**src/rtl/inv_shift_rows_serial.sv**
```systemverilog
// Column-serial (Inv)ShiftRows: buffers each 4-column AES state block in a
// ping-pong bank pair and emits the row-rotated columns one per beat.
module inv_shift_rows_serial #(
  parameter bit INVERSE = 1'b1
) (
  input  logic        clk,
  input  logic        rst,
  input  logic        clr,
  input  logic        in_valid,
  output logic        in_ready,
  input  logic [31:0] col_in,
  output logic        out_valid,
  input  logic        out_ready,
  output logic [31:0] col_out,
  output logic        out_last
);

  localparam int unsigned COL_W  = 32;
  localparam int unsigned BYTE_W = 8;
  localparam int unsigned ROWS   = 4;
  localparam int unsigned NBANK  = 2;

  logic [COL_W-1:0] bank [NBANK][ROWS];
  logic [NBANK-1:0] full;
  logic             wr_bank;
  logic             rd_bank;
  logic [1:0]       wr_col;
  logic [1:0]       rd_col;
  logic             wr_fire;
  logic             rd_fire;
  logic [COL_W-1:0] perm;

  // Source column for row r of output column c; 2-bit arithmetic gives mod 4.
  function automatic logic [1:0] src_col(input logic [1:0] c, input logic [1:0] r);
    return INVERSE ? (c - r) : (c + r);
  endfunction

  assign in_ready  = !full[wr_bank];
  assign out_valid = full[rd_bank];
  assign wr_fire   = in_valid && in_ready;
  assign rd_fire   = out_valid && out_ready;

  // Row-wise gather from the read bank; gated to zero when nothing is presented.
  always_comb begin
    perm = '0;
    for (int unsigned r = 0; r < ROWS; r++) begin
      perm[COL_W-1-BYTE_W*r -: BYTE_W] =
        bank[rd_bank][src_col(rd_col, 2'(r))][COL_W-1-BYTE_W*r -: BYTE_W];
    end
  end

  assign col_out  = out_valid ? perm : '0;
  assign out_last = out_valid && (rd_col == 2'd3);

  // Bank storage, full flags and pointers; clr restores the reset state.
  always_ff @(posedge clk or posedge rst) begin
    if (rst) begin
      for (int unsigned b = 0; b < NBANK; b++) begin
        for (int unsigned c = 0; c < ROWS; c++) begin
          bank[b][c] <= '0;
        end
      end
      full    <= '0;
      wr_bank <= 1'b0;
      rd_bank <= 1'b0;
      wr_col  <= 2'd0;
      rd_col  <= 2'd0;
    end else if (clr) begin
      for (int unsigned b = 0; b < NBANK; b++) begin
        for (int unsigned c = 0; c < ROWS; c++) begin
          bank[b][c] <= '0;
        end
      end
      full    <= '0;
      wr_bank <= 1'b0;
      rd_bank <= 1'b0;
      wr_col  <= 2'd0;
      rd_col  <= 2'd0;
    end else begin
      if (wr_fire) begin
        bank[wr_bank][wr_col] <= col_in;
        wr_col                <= wr_col + 2'd1;
        if (wr_col == 2'd3) begin
          full[wr_bank] <= 1'b1;
          wr_bank       <= ~wr_bank;
        end
      end
      // Write and read sides always target different banks when both flip a flag.
      if (rd_fire) begin
        rd_col <= rd_col + 2'd1;
        if (rd_col == 2'd3) begin
          full[rd_bank] <= 1'b0;
          rd_bank       <= ~rd_bank;
        end
      end
    end
  end

endmodule

```
**config.mk**
```make
export PLATFORM = sky130hd
export DESIGN_NAME = inv_shift_rows_serial
export DESIGN_NICKNAME = d
export VERILOG_FILES = /design/src/rtl/inv_shift_rows_serial.sv
export SDC_FILE = /design/constraint.sdc
export NUM_CORES = 1
export LEC_CHECK = 0
export CAP_MARGIN = 10
export CORE_MARGIN = 5
export CORE_UTILIZATION = 58
export DETAILED_ROUTE_END_ITERATION = 8
export DONT_BUFFER_PORTS = 1
export PLACE_DENSITY = 0.8
export SLEW_MARGIN = 20
export SYNTH_ARGS = -nofsm -noshare
export SYNTH_HDL_FRONTEND = slang
export SYNTH_SLANG_ARGS = --single-unit
```
**constraint.sdc**
```tcl
create_clock -name clk -period 7.6 [get_ports clk]
set_input_delay 0.76 -clock clk [delete_from_list [all_inputs] [get_ports clk]]
set_output_delay 0.76 -clock clk [all_outputs]
set_load 0.03 [all_outputs]
```
== Yosys cells after proc, flatten, opt, wreduce, memory -nomap -nowiden ==
Cells that the tools add are included.

* Bits in registers: 264
* Latch bits: 0
* Bits in writable memories: 0
* Memory bits (read-only): 0
* Bits of input ports: 37
* Output and inout bits: 35
* Logic and storage cells: 106
* Memories: 0

* $add $sub $neg: 5
* Multiply operators: 0
* Divide/modulo/power cells: 0
* Order comparisons: 13
* Equal/unequal tests: 2
* Shifts and indexed selects: 0
* Muxes and demuxes: 47
* Bitwise gates (word level): 12
* Reductions and logical operators: 14

{| class="wikitable"
|+ Operator list
! operator !! number
|-
| 128-bit 2-to-1 mux || 4
|-
| 256-bit 2-to-1 mux || 2
|-
| 32-bit binary-select mux with 2-bit select || 4
|-
| 256-bit bitwise mux || 1
|-
| 128-bit demux with 1-bit select || 1
|-
| 32-bit 2-to-1 mux || 4
|-
| 32-bit demux with 2-bit select || 1
|-
| 24-bit 2-to-1 mux || 2
|-
| 16-bit 2-to-1 mux || 2
|-
| 2-bit 2-to-1 mux || 10
|-
| 8-bit 2-to-1 mux || 2
|-
| 3-bit >= comparator (second input constant) || 5
|-
| 2-bit NOT with 3-bit output || 5
|-
| 1-bit 2-to-1 mux || 12
|-
| 2-bit nonzero test || 4
|-
| 1-bit logical AND || 7
|-
| 2-bit by 1-bit adder with 2-bit output (second input constant) || 2
|-
| 2-bit equality test (second input constant) || 2
|-
| 2-bit >= comparator (second input constant) || 2
|-
| 1-bit by 2-bit less-than comparator with 1-bit output (second input constant) || 2
|-
| 1-bit NOT with 2-bit output || 2
|-
| 2-bit AND reduction || 2
|-
| 2-bit subtractor (second input constant) || 2
|-
| 3-bit by 1-bit less-than comparator with 1-bit output (second input constant) || 1
|-
| other kinds (9) || 12
|}

== Longest topological paths before layout ==
Gate-level depths: netlist of the first run.

* Word-level depth: 12
* Mapped depth: 7
* Mapped depth without buffers: 5

== Worst setup path after synthesis of the first run ==
No wires, ideal clock.

* Path type: flip-flop to output port
* Start: register rd_col[1]
* End: output col_out[5]
* Data arrival time: 1865 ps
* Required time: 6840 ps
* Path slack: 4975 ps
* Cell stages (with the launch flop): 6
* Path buffers: 2
* Cells stage by stage: dfrtp_1 > ha_1 > or2_1 > clkbuf_1 > buf_2 > o221ai_1

* Longest elaborated chain between the ends: 6

{| class="wikitable"
|+ Ends and longest elaborated chain
! what !! RTL line !! text
|-
| from (decl) || 28 || <nowiki>logic [1:0] rd_col;</nowiki>
|-
| from (signal assigned) || 90 || <nowiki>rd_col <= rd_col + 2'd1;</nowiki>
|-
| 2-bit subtractor || 35 || <nowiki>return INVERSE ? (c - r) : (c + r);</nowiki>
|-
| 2-bit NOT with 3-bit output (not written as such) || 48 || <nowiki>bank[rd_bank][src_col(rd_col, 2'(r))][COL_W-1-BYTE_W*r -: BYTE_W];</nowiki>
|-
| 32-bit binary-select mux with 2-bit select || 48 ||
|-
| 8-bit 2-to-1 mux (not written as such) (2 in series) || 48 ||
|-
| 32-bit 2-to-1 mux || 52 || <nowiki>assign col_out = out_valid ? perm : '0;</nowiki>
|-
| to (decl) || 14 || <nowiki>output logic [31:0] col_out,</nowiki>
|}

Every way passes these cells. The select of a mux whose other input is x is not followed.

== Final worst setup path of the first run ==
* Start: register rd_col[0]
* End: output col_out[0]

The elaborated chain is that of the path after synthesis.

==> reports/metrics.cfg, run 1 <==
[placement]
place_hpwl_um=19400
place_area_um2=12800
gp_congestion=0.806
port_buffers=0
place_ws_ns=4.35

[setup_path]
cp_top_family=simple AND/OR/NAND/NOR gates
cp_num_buf_inv=0
crit_arrival_ns=3.02
critical-path-max-stage-delay_ns=0.85
worst_path_max_delay_cell=or2_1
cp-start-kind=flop
worstPathMaxFanout=17
cp.depth=3
rr_startpoint=wr_bank
critPathCaptureType=output port
crit_required_ns=6.84
worstPathCellList=ha_1 -> or2_1 -> o221ai_1
worst-r2r-cell-count=4
crit_type=reg2out
crit_path_start=rd_col[0]

[floorplanning]
die_h_um=160
start_util_pct=59.2
die_w_um=160
rows=54
die_area_um2=25500
io_pins=72
core_region_area_um2=22000

[detailed_routing]
vias_per_cell=6.20
num_vias=10200
drt-initial-drc-count=1168
drc_errors=0
drtAntennaViolNets=0
wl_um=34300
first_pass_iters=5
avgRoutedWirePerCell_um=20.9

[synth]
synth_xor_area_share_pct=0
yosysTopAreaCellShare_pct=50.8
synth_cells=1443
ys_top_cells_by_count=nand2_1, dfrtp_1, a21oi_1, mux2i_1, buf_2
synth_ff_type=dfrtp_1
yosys.area_share.simple_pct=17.3
synth_fa_ha_area_share_pct=0.481
syn_nets=1485
yosys.cell_count.top_type=nand2_1
synth-edff-count=0
synthTopCellsByArea=dfrtp_1, nand2_1, a21oi_1
synth.mux.area_fraction_pct=10.1
yosysSeqAreaShare_pct=50.8
syn_area_um2=13000
synth_top_family_by_area=simple AND/OR/NAND/NOR gates
ys_ff_latch=264
synth.avg_cell_area_um2=9.01
yosys_warnings=0
synth_compound_area_share_pct=15.0
synth_top_area_cell=dfrtp_1
synth-async-reset-ratio_pct=100
synth_cell_types=33

[sta]
setup_slack_ns=3.82
hold_viol=0
final-setup-viol-count=0
rsz0062_at_grt=false
finalCritPeriodShare_pct=49.8
slew_violations=0
worst_slew_pin_slew_ns=1.15
max_slew_margin_pct=23.1
setup_tns_ns=0
max_freq_ghz=0.264
finClkSkew_ns=0.00678
period_needed_ns=3.78

[cells_and_area]
syn2layout_area_growth_pct=5.63
stdcell_area_um2=13700
drive_gt1_share_pct=6.31
nFillCells=1759
antenna_cells=0
final_util_pct=62.6
num-nets-final=1383

[pwr]
power_density_nw_per_um2=215
power.leakage_nw=5.17
p_total_mw=2.96
clkPwrFrac_pct=46.4
intPower_mw=2.30
ir_drop_mv=0.179
comb_power_share_pct=4.6
switching_share_pct=22.3
p_sw_uw=658
p_seq_share_pct=49.0

[global_routing]
first_global_vias=10100
grt_use_total_pct=26.5
grt_max_degree=269
grt-ovfl-total=0
antenna_found_initial=0
grt_pass1_wl_um=55200

[cts]
cts_resized=0
cts_inserted_buffers=28
clockBufferDepth=3
cts.sinks=264
holdBufCountCts=0
tritoncts=yes
clk_latency_ns=0.53
post_cts_buffers=0
cts-htree-levels=1
clk_pin_slew_worst_paths_ns=0.06
root_buffer=clkbuf_16

[hold_path]
hold_path_class=in2async

[run_status]
status=finished, final reports clean

[flow_run]
maxCapViolations=0

## kinds of logic (layout without fill, tap and decap cells)
kind of cell,count (synthesis),in the layout
AO/OA/AOI/OAI,329,329
adder cells (fa/ha/maj),5,5
buffers and inverters,158,78
flip-flops,264,264
multiplexers,131,131
AND/OR/NAND/NOR,556,556
## routing by layer
layer / up-vias / part of all wire, % / global-route usage, %
met5: - / 0 / 0
met4: 0 / 3.7 / 10.1
met3: 98 / 9.9 / 5.18
met2: 462 / 48 / 41.7
met1: 4994 / 39 / 36.6
li1: 4638 / - / -
## layout by cell type, fill, tap and decap left out, types with 3 or more instances in the layout
cell type	synthesis	final
clkinv_2	0	5
a21oi_1	260	260
nand4b_1	5	5
o221ai_1	22	22
nand3_1	5	4
clkbuf_8	0	6
ha_1	5	5
nand4bb_1	4	3
and4b_1	4	4
o21ai_0	3	3
nand2b_1	4	4
clkbuf_1	51	9
o22a_1	32	32
o221ai_2	10	10
mux2i_1	130	130
clkbuf_16	0	29
nand2_1	516	516
nor2_1	3	3
dfrtp_1	264	263
buf_4	29	19
## cell type report
type / count / area, um^2 / share of cell area, %
clock buffers: 44 / 842 / 6.13
clock inverters: 8 / 92.6 / 0.674
inverters: 3 / 15.0 / 0.109
multi-input cells: 1021 / 5620 / 40.9
flip-flops and latches: 264 / 6610 / 48.1
well taps: 280 / 350 / 2.55
repair buffers: 23 / 209 / 1.52
## registers in the layout, indices dropped and copies added (netlist names)
register  count
rd_col        2
wr_col        2
bank        256
rd_bank       1
wr_bank       1
full          2
## per-stage QoR
step	std cells	hold WS, ns
after detailed placement	1589	0.509
after floorplan	1443	0.501
after global placement	1588	0.503
after CTS	1641	0.280
final	1643	0.142
after global routing	1643	0.167
## path summary, 6_finish.rpt
| path | endpoint | slack [ns] |
|---|---|---|
| min in group clk | bank[61] | 0.31 |
| max | col_out[0] | 3.82 |
| max reg2reg | bank[102] | 4.96 |
| min | bank[89] | 0.14 |
| min reg2reg | bank[61] | 0.51 |
| max in group asynchronous | bank[74] | 5.89 |
## power groups by stage
stage | logic [mW] | clock network [mW] | registers (mW)
final | 0.136 | 1.37 | 1.45
after global routing | 0.151 | 1.45 | 1.45
after CTS | 0.134 | 1.39 | 1.45
after detailed placement | 0.133 | 0 | 1.47
after global placement | 0.129 | 0 | 1.47
after floorplan | 0.141 | 0 | 1.47
No activity file was read; power rests on OpenSTA's default activity.
==> run 2, diff against run 1 <==
CORE_UTILIZATION = 64   (was 58)
PLACE_DENSITY = 0.84   (was 0.8)
clock period = 3.9 ns   (was 7.6 ns; I/O delays follow)
==> reports/metrics.cfg, run 2 (synthesis gave the netlist of run 1 again) <==
[detailed_routing]
first_pass_iters=6  ; +1
wl_um=36300  ; +5.8%
avgRoutedWirePerCell_um=21.0  ; +0.56%
drc_errors=0  ; unchanged
drtAntennaViolNets=0  ; unchanged
drt-initial-drc-count=1101  ; -5.7%
num_vias=10900  ; +7.2%
vias_per_cell=6.32  ; +1.9%

[cells_and_area]
multi_input_area_um2=5610  ; -0.18%
final_cell_mix=nand2_1, dfrtp_1, a21oi_1
syn2layout_area_growth_pct=12.7
num-nets-final=1479  ; +6.9%
final_common_cell=nand2_1
nFillCells=1357  ; -23%
largest_reg_flops=256  ; unchanged
top_register=bank
regArea_um2=6610  ; unchanged
drive_gt1_share_pct=6.11  ; -0.20 points

[setup_path]
r2r_slack_ns=0.64  ; -4.32 ns
rr_startpoint=wr_bank
cp_num_buf_inv=2  ; +2
worstPathCellList=nand4b_1 -> buf_4 -> nand2_1 -> a21oi_1 -> dlygate4sd3_1
worstPathMaxFanout=18  ; +1
crit_path_start=wr_bank
cp_top_family=buffers and inverters
worst_path_max_delay_cell=nand4b_1
critical-path-max-stage-delay_ns=1.04  ; +0.19 ns
crit_required_ns=4.32  ; -2.52 ns
crit_arrival_ns=3.68  ; +0.66 ns
cp-start-kind=flop
critPathCaptureType=flop
crit_type=reg2reg

[hold_path]
hold_path.startpoint=col_in[17]
hold_path_class=in2reg

[cts]
tritoncts=yes
cts-htree-levels=1  ; unchanged
holdBufCountCts=94  ; +94
root_buffer=clkbuf_16
clk_latency_ns=0.55  ; +0.02 ns
cts_inserted_buffers=28  ; unchanged
clockBufferDepth=3  ; unchanged
clk_pin_slew_worst_paths_ns=0.06  ; about the same
cts_resized=0  ; unchanged
post_cts_buffers=0  ; unchanged
cts.sinks=264  ; unchanged

[sta]
setup_tns_ns=0  ; unchanged
rsz0062_at_grt=false
finalCritPeriodShare_pct=83.7
max_slew_margin_pct=22.8  ; -0.26 points
hold_viol=0  ; unchanged
worst_slew_pin_slew_ns=1.15  ; +0.00381 ns
period_needed_ns=3.26
finClkSkew_ns=0.0144  ; +0.00767 ns
setup_slack_ns=0.637  ; -3.18 ns
slew_violations=0  ; unchanged
max_freq_ghz=0.306
final-setup-viol-count=0  ; unchanged

[global_routing]
grt-ovfl-total=0  ; unchanged
grt_use_total_pct=30.8  ; +4.3 points
grt_max_degree=204  ; -24%
first_global_vias=11200  ; +11%
antenna_found_initial=1  ; +1
grt_pass1_wl_um=58900  ; +6.8%

[placement]
gp_congestion=0.790  ; -1.9%
port_buffers=0  ; unchanged
place_hpwl_um=18900  ; -2.6%
place_ws_ns=1.33  ; -3.02 ns

[floorplanning]
die_area_um2=23300  ; -8.8%
start_util_pct=64.7  ; +5.5 points
die_h_um=153  ; -4.5%
rows=52  ; -3.7%
io_pins=72  ; unchanged
core_region_area_um2=20100  ; -8.4%
die_w_um=153  ; -4.5%

[pwr]
power.leakage_nw=5.72  ; +11%
power_density_nw_per_um2=393  ; +82%
p_total_mw=5.75  ; +95%
ir_drop_mv=0.371  ; +110%

[flow_run]
maxCapViolations=0  ; unchanged

[run_status]
status=finished, final reports clean

run 2: changes by cell type in the layout (fill, tap and decap cells not counted), sizes merged:
cell / change
clkbuf: -1
clkinvlp: -1
buf: +3
dlygate4sd3: +93
clkinv: +1
inv: +1
bufinv: -2
diode: +2
run 2: final timing paths:
path | endpoint | depth (start not counted)
worst min register to register | bank[175] | 2
worst max register to register | bank[27] | 5
min in group asynchronous | bank[86] | 3
worst max-delay path | bank[27] | 5
worst min-delay path | bank[177] | 2
max in group asynchronous | rd_col[0] | 3
run 2: per-stage QoR:
step	cell area [um^2]	hold slack, ns	std cells	util (%)
global route	14600	0.00330	1728	72.9
floorplan	13000	0.501	1443	-
CTS	14600	0.0000163	1727	72.8
detailed placement	12800	0.473	1583	63.6
global placement	12800	0.470	1583	63.6
finish	14700	0.00565	1729	72.9
run 2: metal layers:
| layer | GRT usage, % | part of all wire, % | vias to the layer above |
|---|---|---|---|
| met2 | 50.8 | 48 | 623 |
| met1 | 40.3 | 38 | 5347 |
| met3 | 6.19 | 9.3 | 130 |
| met4 | 12.3 | 4.0 | 0 |
| met5 | 0 | 0 | - |
| li1 | - | - | 4826 |
run 2: power by group:
group	leakage, nW	internal [mW]	total (mW)	switching [mW]
combinational	1.61	0.112	0.365	0.253
sequential	3.66	2.79	2.82	0.0294
clock	0.444	1.49	2.57	1.08
total	5.72	4.39	5.75	1.36
run 2: cell type report:
cell class / count / area share (%)
clock inverter: 7 / 0.290
antenna: 2 / 0.0342
sequential: 264 / 45.1
timing repair buffer: 119 / 8.08
inverter: 3 / 0.102
multi-input combinational: 1021 / 38.3
tap: 270 / 2.31
clock buffer: 43 / 5.79
run 2: worst register-to-register path: stages (launching register included):
cell           delay, ns
dfrtp_1             0.72
nand4b_1            1.04
buf_4               0.61
nand2_1             0.11
a21oi_1             0.08
dlygate4sd3_1       0.59
